**config.mk**
```make
export PLATFORM = sky130hd
export DESIGN_NAME = tomasulo_rob
export DESIGN_NICKNAME = d
export VERILOG_FILES = /design/src/rtl/tomasulo_pkg.sv /design/src/rtl/tomasulo_rob_lookup.sv /design/src/rtl/tomasulo_rob.sv
export SDC_FILE = /design/constraint.sdc
export NUM_CORES = 1
export LEC_CHECK = 0
export CELL_PAD_IN_SITES_DETAIL_PLACEMENT = 2
export CELL_PAD_IN_SITES_GLOBAL_PLACEMENT = 2
export CORE_MARGIN = 2
export CORE_UTILIZATION = 35
export CTS_CLUSTER_DIAMETER = 200
export CTS_CLUSTER_SIZE = 10
export DETAILED_ROUTE_END_ITERATION = 7
export GPL_TIMING_DRIVEN = 0
export MAX_ROUTING_LAYER = met4
export PLACE_DENSITY = 0.83
export SYNTH_ARGS = -nofsm -noshare
export SYNTH_HDL_FRONTEND = slang
export SYNTH_SLANG_ARGS = --single-unit
```
**constraint.sdc**
```tcl
create_clock -name clk1 -period 3.6 [get_ports clk1]
set_clock_uncertainty 0.1 [all_clocks]
set_input_delay 0.72 -clock clk1 [delete_from_list [all_inputs] [get_ports clk1]]
set_output_delay 0.72 -clock clk1 [all_outputs]
set_load 0.02 [all_outputs]
```
**src/rtl/tomasulo_pkg.sv**
```systemverilog
// ============================================================================
// tomasulo_pkg : shared ROB constants, tag type and entry record
// Revision     : 1.0
// ============================================================================
`default_nettype none

package tomasulo_pkg;

  localparam int ROB_DEPTH = 8;
  localparam int ROB_TAG_W = $clog2(ROB_DEPTH);
  localparam int REG_W     = 4;
  localparam int DATA_W    = 16;

  typedef logic [ROB_TAG_W-1:0] rob_tag_t;

  typedef struct packed {
    logic              busy;
    logic              ready;
    logic [REG_W-1:0]  dest;
    logic [DATA_W-1:0] value;
  } rob_entry_t;

endpackage

`default_nettype wire

```
**src/rtl/tomasulo_rob_lookup.sv**
```systemverilog
// ============================================================================
// tomasulo_rob_lookup : one operand lookup port with same-cycle CDB bypass
// Revision            : 1.0
// ============================================================================
`default_nettype none

module tomasulo_rob_lookup #(
  parameter int DEPTH  = tomasulo_pkg::ROB_DEPTH,
  parameter int TAG_W  = tomasulo_pkg::ROB_TAG_W,
  parameter int DATA_W = tomasulo_pkg::DATA_W
) (
  input  logic [TAG_W-1:0]        q_tag,
  input  logic                    cdb_valid,
  input  logic [TAG_W-1:0]        cdb_tag,
  input  logic [DATA_W-1:0]       cdb_value,
  input  logic [DEPTH-1:0]        busy_vec,
  input  logic [DEPTH-1:0]        ready_vec,
  input  logic [DEPTH*DATA_W-1:0] value_vec,
  output logic                    q_ready,
  output logic [DATA_W-1:0]       q_value
);

  import tomasulo_pkg::*;

  // A broadcast for a busy entry wins over whatever the entry holds now.
  always_comb begin
    q_ready = 1'b0;
    q_value = '0;
    if (busy_vec[q_tag]) begin
      if (cdb_valid && (cdb_tag == q_tag)) begin
        q_ready = 1'b1;
        q_value = cdb_value;
      end else begin
        q_ready = ready_vec[q_tag];
        q_value = value_vec[q_tag*DATA_W +: DATA_W];
      end
    end
  end

endmodule

`default_nettype wire

```
**src/rtl/tomasulo_rob.sv**
```systemverilog
// ============================================================================
// tomasulo_rob : in-order reorder buffer with CDB capture and operand lookup
//                optional squash port enabled by TOMASULO_ROB_FLUSH_EN
// Revision     : 1.0
// ============================================================================
`default_nettype none

module tomasulo_rob #(
  parameter int DEPTH  = tomasulo_pkg::ROB_DEPTH,
  parameter int TAG_W  = tomasulo_pkg::ROB_TAG_W,
  parameter int REG_W  = tomasulo_pkg::REG_W,
  parameter int DATA_W = tomasulo_pkg::DATA_W
) (
  input  logic              clk1,
  input  logic              rst_n,
`ifdef TOMASULO_ROB_FLUSH_EN
  input  logic              flush_valid,
`endif
  input  logic              alloc_valid,
  input  logic [REG_W-1:0]  alloc_dest,
  output logic              alloc_ready,
  output logic [TAG_W-1:0]  alloc_tag,
  input  logic              cdb_valid,
  input  logic [TAG_W-1:0]  cdb_tag,
  input  logic [DATA_W-1:0] cdb_value,
  input  logic [TAG_W-1:0]  q1_tag,
  output logic              q1_ready,
  output logic [DATA_W-1:0] q1_value,
  input  logic [TAG_W-1:0]  q2_tag,
  output logic              q2_ready,
  output logic [DATA_W-1:0] q2_value,
  output logic              commit_valid,
  output logic [TAG_W-1:0]  commit_tag,
  output logic [REG_W-1:0]  commit_dest,
  output logic [DATA_W-1:0] commit_value,
  output logic [TAG_W:0]    count,
  output logic              empty
);

  import tomasulo_pkg::*;

  // Entries are stored as the shared record, so widths must agree with it.
  generate
    if ((REG_W != tomasulo_pkg::REG_W) || (DATA_W != tomasulo_pkg::DATA_W) ||
        (DEPTH != (1 << TAG_W))) begin : g_param_check
      $error("tomasulo_rob: parameters inconsistent with tomasulo_pkg");
    end
  endgenerate

  rob_entry_t        rob [DEPTH];
  logic [TAG_W-1:0]  head_p;
  logic [TAG_W-1:0]  tail_p;
  logic [TAG_W:0]    count_r;
  logic              flush;
  logic              head_done;
  logic              do_alloc;

`ifdef TOMASULO_ROB_FLUSH_EN
  assign flush = flush_valid;
`else
  assign flush = 1'b0;
`endif

  // Full means no allocation, even if the head retires at this same edge.
  assign alloc_ready  = (count_r != (TAG_W+1)'(DEPTH)) && !flush;
  assign alloc_tag    = tail_p;
  assign do_alloc     = alloc_valid && alloc_ready;

  assign head_done    = rob[head_p].busy && rob[head_p].ready;
  assign commit_valid = head_done && !flush;
  assign commit_tag   = head_p;
  assign commit_dest  = rob[head_p].dest;
  assign commit_value = rob[head_p].value;

  assign count = count_r;
  assign empty = (count_r == '0);

  always_ff @(posedge clk1 or negedge rst_n) begin
    if (!rst_n) begin
      for (int i = 0; i < DEPTH; i++) begin
        rob[i] <= '0;
      end
      head_p  <= '0;
      tail_p  <= '0;
      count_r <= '0;
    end else if (flush) begin
      for (int i = 0; i < DEPTH; i++) begin
        rob[i].busy  <= 1'b0;
        rob[i].ready <= 1'b0;
      end
      tail_p  <= head_p;
      count_r <= '0;
    end else begin
      // Busy is sampled before this edge, so a tag being allocated now is skipped.
      if (cdb_valid && rob[cdb_tag].busy) begin
        rob[cdb_tag].ready <= 1'b1;
        rob[cdb_tag].value <= cdb_value;
      end
      if (commit_valid) begin
        rob[head_p].busy  <= 1'b0;
        rob[head_p].ready <= 1'b0;
        head_p            <= head_p + 1'b1;
      end
      if (do_alloc) begin
        rob[tail_p].busy  <= 1'b1;
        rob[tail_p].ready <= 1'b0;
        rob[tail_p].dest  <= alloc_dest;
        tail_p            <= tail_p + 1'b1;
      end
      case ({do_alloc, commit_valid})
        2'b10:   count_r <= count_r + 1'b1;
        2'b01:   count_r <= count_r - 1'b1;
        default: count_r <= count_r;
      endcase
    end
  end

  logic [DEPTH-1:0]        busy_vec;
  logic [DEPTH-1:0]        ready_vec;
  logic [DEPTH*DATA_W-1:0] value_vec;

  generate
    for (genvar g = 0; g < DEPTH; g++) begin : g_flat
      assign busy_vec[g]                    = rob[g].busy;
      assign ready_vec[g]                   = rob[g].ready;
      assign value_vec[g*DATA_W +: DATA_W]  = rob[g].value;
    end
  endgenerate

  tomasulo_rob_lookup #(
    .DEPTH  (DEPTH),
    .TAG_W  (TAG_W),
    .DATA_W (DATA_W)
  ) u_lookup_q1 (
    .q_tag     (q1_tag),
    .cdb_valid (cdb_valid),
    .cdb_tag   (cdb_tag),
    .cdb_value (cdb_value),
    .busy_vec  (busy_vec),
    .ready_vec (ready_vec),
    .value_vec (value_vec),
    .q_ready   (q1_ready),
    .q_value   (q1_value)
  );

  tomasulo_rob_lookup #(
    .DEPTH  (DEPTH),
    .TAG_W  (TAG_W),
    .DATA_W (DATA_W)
  ) u_lookup_q2 (
    .q_tag     (q2_tag),
    .cdb_valid (cdb_valid),
    .cdb_tag   (cdb_tag),
    .cdb_value (cdb_value),
    .busy_vec  (busy_vec),
    .ready_vec (ready_vec),
    .value_vec (value_vec),
    .q_ready   (q2_ready),
    .q_value   (q2_value)
  );

endmodule

`default_nettype wire

```
Word-level counts from Yosys, hierarchy flattened
Cells that the tools add are included.

Logic and storage cells: 114. Output and inout port bits: 67. Bits in registers: 186. Input bits: 33.

Bitwise gates (word level): 3. Shift operators: 2. Equality and inequality tests: 5. Magnitude comparators: 8. Muxes and demuxes: 47. Add/subtract/negate cells: 4. Reductions and logical operators: 10.

Operators with widths (number): 176-bit bitwise mux (7); 176-bit 2-to-1 mux (3); 22-bit demux with 3-bit select (7); 128-bit by 8-bit indexed part select with 16-bit output (2); 22-bit binary-select mux with 3-bit select (2); 22-bit 2-to-1 mux (6); 16-bit 2-to-1 mux (5); 21-bit 2-to-1 mux (3); 20-bit 2-to-1 mux (1); 1-bit binary-select mux with 3-bit select (4); 4-bit greater-or-equal comparator (second input constant) (3); 4-bit by 1-bit < comparator with 1-bit output (second input constant) (3); 3-bit inverter with 4-bit output (3); 1-bit logical AND (8); 3-bit by 4-bit < comparator with 1-bit output (second input constant) (2); 1-bit 2-to-1 mux (8); 4-bit case mux with 2 select lines (1); 3-bit by 1-bit adder with 3-bit output (second input constant) (2); 3-bit equality test (2); 4-bit by 1-bit adder with 4-bit output (second input constant) (1); 4-bit logical NOT (1); 4-bit != test (second input constant) (1); 4-bit by 1-bit subtractor with 4-bit output (second input constant) (1); 2-bit by 1-bit equality test with 1-bit output (second input constant) (1); other kinds (2) (2).

Depth between registers and ports, before layout
Depth in word-level cells: 15. Mapped depth: 11.

Hierarchy
From an unflattened synthesis, not the netlist that was laid out.

Cell total of the unflattened synthesis: 775. Area, all modules: 11571.1 um2.

Modules (own cells, without submodules): tomasulo_rob (times used 1, cells an instance 561, seq. area each 4654.5 um2, area an instance 8755.9 um2); tomasulo_rob_lookup (times used 2, cells an instance 107, seq. area each 0.0 um2, area an instance 1407.6 um2).

Least setup slack after synthesis
Ideal clock, no wire load.

Path kind: register -> register. From: register head_p[0], in the netlist commit_tag[0]. To: register count_r[2], in the netlist count[2]. Period minus slack after synthesis: 3.104 ns. Path buffers: 1. Stages on the path, launching flop included: 12. Data arrival time: 2.869 ns. Slack: 0.496 ns. Cell sequence: dfrtp_1 > buf_2 > mux2_2 > o22ai_1 > nor4_2 > ha_1 > xor2_1 > ha_1 > a21oi_1 > xor2_1 > nor2_1 > xor2_1.

Cells in the longest elaborated chain, start to end: 7.

Ends and longest elaborated chain: start: declaration (RTL line tomasulo_rob.sv:51) `logic [TAG_W-1:0] head_p;`; start signal: assignment (RTL line tomasulo_rob.sv:102) `head_p <= head_p + 1'b1;`; 3-bit inverter with 4-bit output (implied by the code) (*) (RTL line tomasulo_rob.sv:69) `assign head_done = rob[head_p].busy && rob[head_p].ready;`; 22-bit binary-select mux with 3-bit select (*) (RTL line tomasulo_rob.sv:69); 22-bit 2-to-1 mux (*) (2 in a row); 1-bit logical AND (*) (RTL line tomasulo_rob.sv:69); via commit_valid (RTL line tomasulo_rob.sv:32) `output logic commit_valid,`; 2-bit by 1-bit equality test with 1-bit output / 2-bit equality test (equally long branches) (RTL line tomasulo_rob.sv:110) `case ({do_alloc, commit_valid})`; 4-bit case mux with 2 select lines / 2-bit nonzero test (equally long branches); end signal: assignment (RTL line tomasulo_rob.sv:111) `2'b10: count_r <= count_r + 1'b1;`; end signal: assignment (RTL line tomasulo_rob.sv:112) `2'b01: count_r <= count_r - 1'b1;`; end signal: assignment (RTL line tomasulo_rob.sv:113) `default: count_r <= count_r;`; end: declaration (RTL line tomasulo_rob.sv:53) `logic [TAG_W:0] count_r;`.

The timed path passes the listed nets; every way through them passes the cells marked *. The select of a mux whose other input is x is not followed. A chain may end at the register's enable or synchronous reset.

Worst setup path in the final report
From: input cdb_tag[0]. To: output q1_value[12].

Cells in the longest elaborated chain, start to end: 4.

Ends and longest elaborated chain: start: declaration (RTL line tomasulo_rob.sv:24) `input logic [TAG_W-1:0] cdb_tag,`; 3-bit equality test (RTL line tomasulo_rob_lookup.sv:30) `if (cdb_valid && (cdb_tag == q_tag)) begin`; 1-bit logical AND (RTL line tomasulo_rob_lookup.sv:30); 16-bit 2-to-1 mux (RTL line tomasulo_rob_lookup.sv:30); 16-bit 2-to-1 mux (RTL line tomasulo_rob_lookup.sv:29) `if (busy_vec[q_tag]) begin`; end: declaration (RTL line tomasulo_rob.sv:28) `output logic [DATA_W-1:0] q1_value,`.

No other way between the ends.

==> impl_metrics.csv <==
group,metric,value,unit
run_status,status,"complete, no violations",
logic_synthesis,ys.flop_type,"dfrtp_1",
route,postRouteWirelength,45.0,mm
placement,place_congestion,0.871,
flow_run,drv_cap,0,
global_routing,grt_pass1_wl,66.9,mm
timing,max_freq,0.279,GHz
layout,fill_cells,3099,
hold_path,worstHoldPathType,"in2async",
floorplanning,start_util,35.5,%
timing,fin_crit_sh,99.6,%
floorplanning,die-area,33600,um^2
setup_path,end_kind,"output port",
setup_path,rrSetupSlack,550,ps
layout,fin_cells,1376,
logic_synthesis,synth_nets,898,
global_routing,grt_max_degree,104,
setup_path,ff2ff_path_depth,11,
logic_synthesis,ys_async_sr_fraction,100,%
setup_path,worstPathArrival,2760,ps
clocking,clock-root-buffer,"clkbuf_16",
global_routing,grt_pass1_vias,9717,
power_and_ir_drop,p_sw,5.55,mW
logic_synthesis,yosysMostFrequentCell,"dfrtp_1",
layout,drive_gt1_share,41.8,%
power_and_ir_drop,power_density,978,nW/um^2
power_and_ir_drop,pwr-share-comb,53.6,%
logic_synthesis,netlist_instances,860,
clocking,hold_buffers,0,
logic_synthesis,seq_area_frac_synth,41.4,%
timing,holdWs,132,ps
power_and_ir_drop,seq_power_share,31.9,%
clocking,clkTransAtPathRegs,80,ps
logic_synthesis,synth_edf_count,0,
placement,dp_hpwl,28.3,mm
route,drc,0,
timing,period_needed,3580,ps
clocking,cts_sinks,186,
floorplanning,rows,65,
floorplanning,die_width,183,um
setup_path,rr_startpoint,"commit_tag[1]",
placement,port_buffers,75,
global_routing,gr-usage-all-layers,28.6,%
power_and_ir_drop,pwr-share-clk,14.5,%
logic_synthesis,synthTopCellsByArea,"dfrtp_1 (41%), mux4_2 (22%), mux2_2 (15%), nand2_1 (3.6%), mux2i_1 (3.4%)",
route,vias,8647,
timing,hold_viol_final,0,
floorplanning,io_pins,100,
logic_synthesis,synth_warnings,0,
setup_path,worst_ep_required_time,2780,ps
placement,place_ws,-1040,ps
placement,dp.cells,1338,
global_routing,grt.overflow.total,0,
layout,layout.nets,998,
setup_path,critPathMaxFanout,10,
clocking,ctsLongestPathBuffers,2,
setup_path,crit_path_start_kind,"input pin",
setup_path,crit_type,"in2out",
route,vias_per_cell,6.28,
floorplanning,die_height,183,um
route,first_pass_iters,6,
power_and_ir_drop,p_leak,5.72,nW
route,ant_nets,0,
logic_synthesis,postSynthAreaPerCell,13.1,um^2
setup_path,r2r_end,"count[2]",
timing,maxSlewHeadroom,37.0,%
timing,tightest_slew,939,ps
clocking,cts_buffers,17,
floorplanning,coreArea,31600,um^2
placement,dpl-instance-area,12500,um^2
logic_synthesis,synthTopCellsByCount,"dfrtp_1 (186), mux2_2 (153), mux4_2 (112)",
logic_synthesis,synth_top_area_share,41.4,%
logic_synthesis,yosys.area.top_type,"dfrtp_1",
route,drtIter0Drc,977,
layout,design_area,13400,um^2
clocking,clock_latency,460,ps
timing,slew_viol_final,0,
power_and_ir_drop,p_sw_share,42.5,%
route,wl_per_cell,32.7,um
logic_synthesis,yosysUniqueCellTypes,48,
power_and_ir_drop,ir_drop,0.000454,V
power_and_ir_drop,p_int,7.51,mW
layout,layout.area.seq,4650,um^2
layout,syn2layout_area_growth,18.7,%
logic_synthesis,synth-seq-cells,186,
global_routing,grt_antenna_before_repair,1,
timing,layout_setup_ws,15.1,ps
layout,multi_input_area,6310,um^2
clocking,htree_levels,4,
clocking,cts_tree,"built",
timing,finalSetupViolCount,0,
logic_synthesis,netlist_area,11200,um^2
[state kept, by name, summed over array words and instances, names as in the netlist]
register / count
commit_tag: 3
rob: 160
count: 4
busy_vec: 8
ready_vec: 8
alloc_tag: 3
[metal layers]
layer	global-route usage, %	vias to the layer above	share of wire [%]
met2	45.9	433	49
met5	-	-	0
met1	35.0	4653	41
li1	-	3437	-
met4	12.9	0	3.8
met3	6.04	124	6.8
[worst max-delay path, stage by stage]
cell and delay (ps):
clkdlybuf4s50_1 640, xnor2_1 160, nand4_1 110, buf_4 190
clkbuf_4 280, a211oi_4 290, dlygate4sd2_1 360
[metrics by stage]
stage	setup TNS, ps	total power [mW]	utilization (%)
after floorplan	0	8.17	-
after global placement	-1199520	10.5	39.5
after detailed placement	-41620	10.9	39.6
after CTS	0	12.9	42.2
after global routing	-18.0	13.6	42.2
final	0	13.1	42.2
[power groups by stage]
stage | registers [mW] | logic (mW) | clock network, mW
after global placement | 3.96 | 6.52 | 0
after global routing | 4.28 | 7.38 | 1.98
after detailed placement | 4.10 | 6.78 | 0
final | 4.16 | 7.00 | 1.89
after CTS | 4.08 | 6.96 | 1.89
after floorplan | 3.75 | 4.41 | 0
[worst max-delay path by stage]
| stage | startpoint | endpoint | cells past startpoint |
|---|---|---|---|
| floorplan | commit_tag[0] | count[2] | 11 |
| global placement | rst_n | rob[71] | 1 |
| detailed placement | cdb_tag[0] | q1_value[12] | 7 |
| CTS | commit_tag[0] | commit_value[13] | 7 |
| global route | cdb_tag[0] | q1_value[12] | 7 |
| finish | cdb_tag[0] | q1_value[12] | 7 |
[cells in the final DEF (no fill, tap or decap), types with 9 or more instances in the layout]
master           instances
dfrtp_1                186
mux2_2                 153
mux4_2                 112
nand2_1                109
nor2_1                  42
mux2i_1                 38
clkdlybuf4s50_1         30
a211oi_1                21
buf_2                   20
buf_4                   20
clkbuf_2                20
clkbuf_1                19
dlygate4sd2_1           19
clkbuf_16               17
xnor2_1                 11
a211oi_2                10
dlymetal6s2s_1           9
[cell families after synthesis]
| logic type | synth area share, % |
|---|---|
| simple gates | 7.89 |
| mux | 41.9 |
| fa+ha+maj | 0.556 |
| buf+inv | 3.32 |
| flops | 41.4 |
| xor+xnor | 1.17 |
| compound gates | 3.77 |
[layout make-up]
cell class | count | share of cell area (%)
Multi-Input combinational cell | 588 | 47.3
Sequential cell | 186 | 34.9
Timing Repair Buffer | 83 | 5.73
Buffer | 74 | 3.81
Tap cell | 402 | 3.77
Clock buffer | 18 | 3.21
Clock inverter | 14 | 0.965
Inverter | 10 | 0.337
Antenna cell | 1 | 0.0187
[what timing repair did]
item,CTS,global route
setup buffers,7,0
endpoints found under the setup margin,55,38
pin swaps,2,1
resized for setup,127,51
Note: power is estimated with default switching activity, not from simulation.
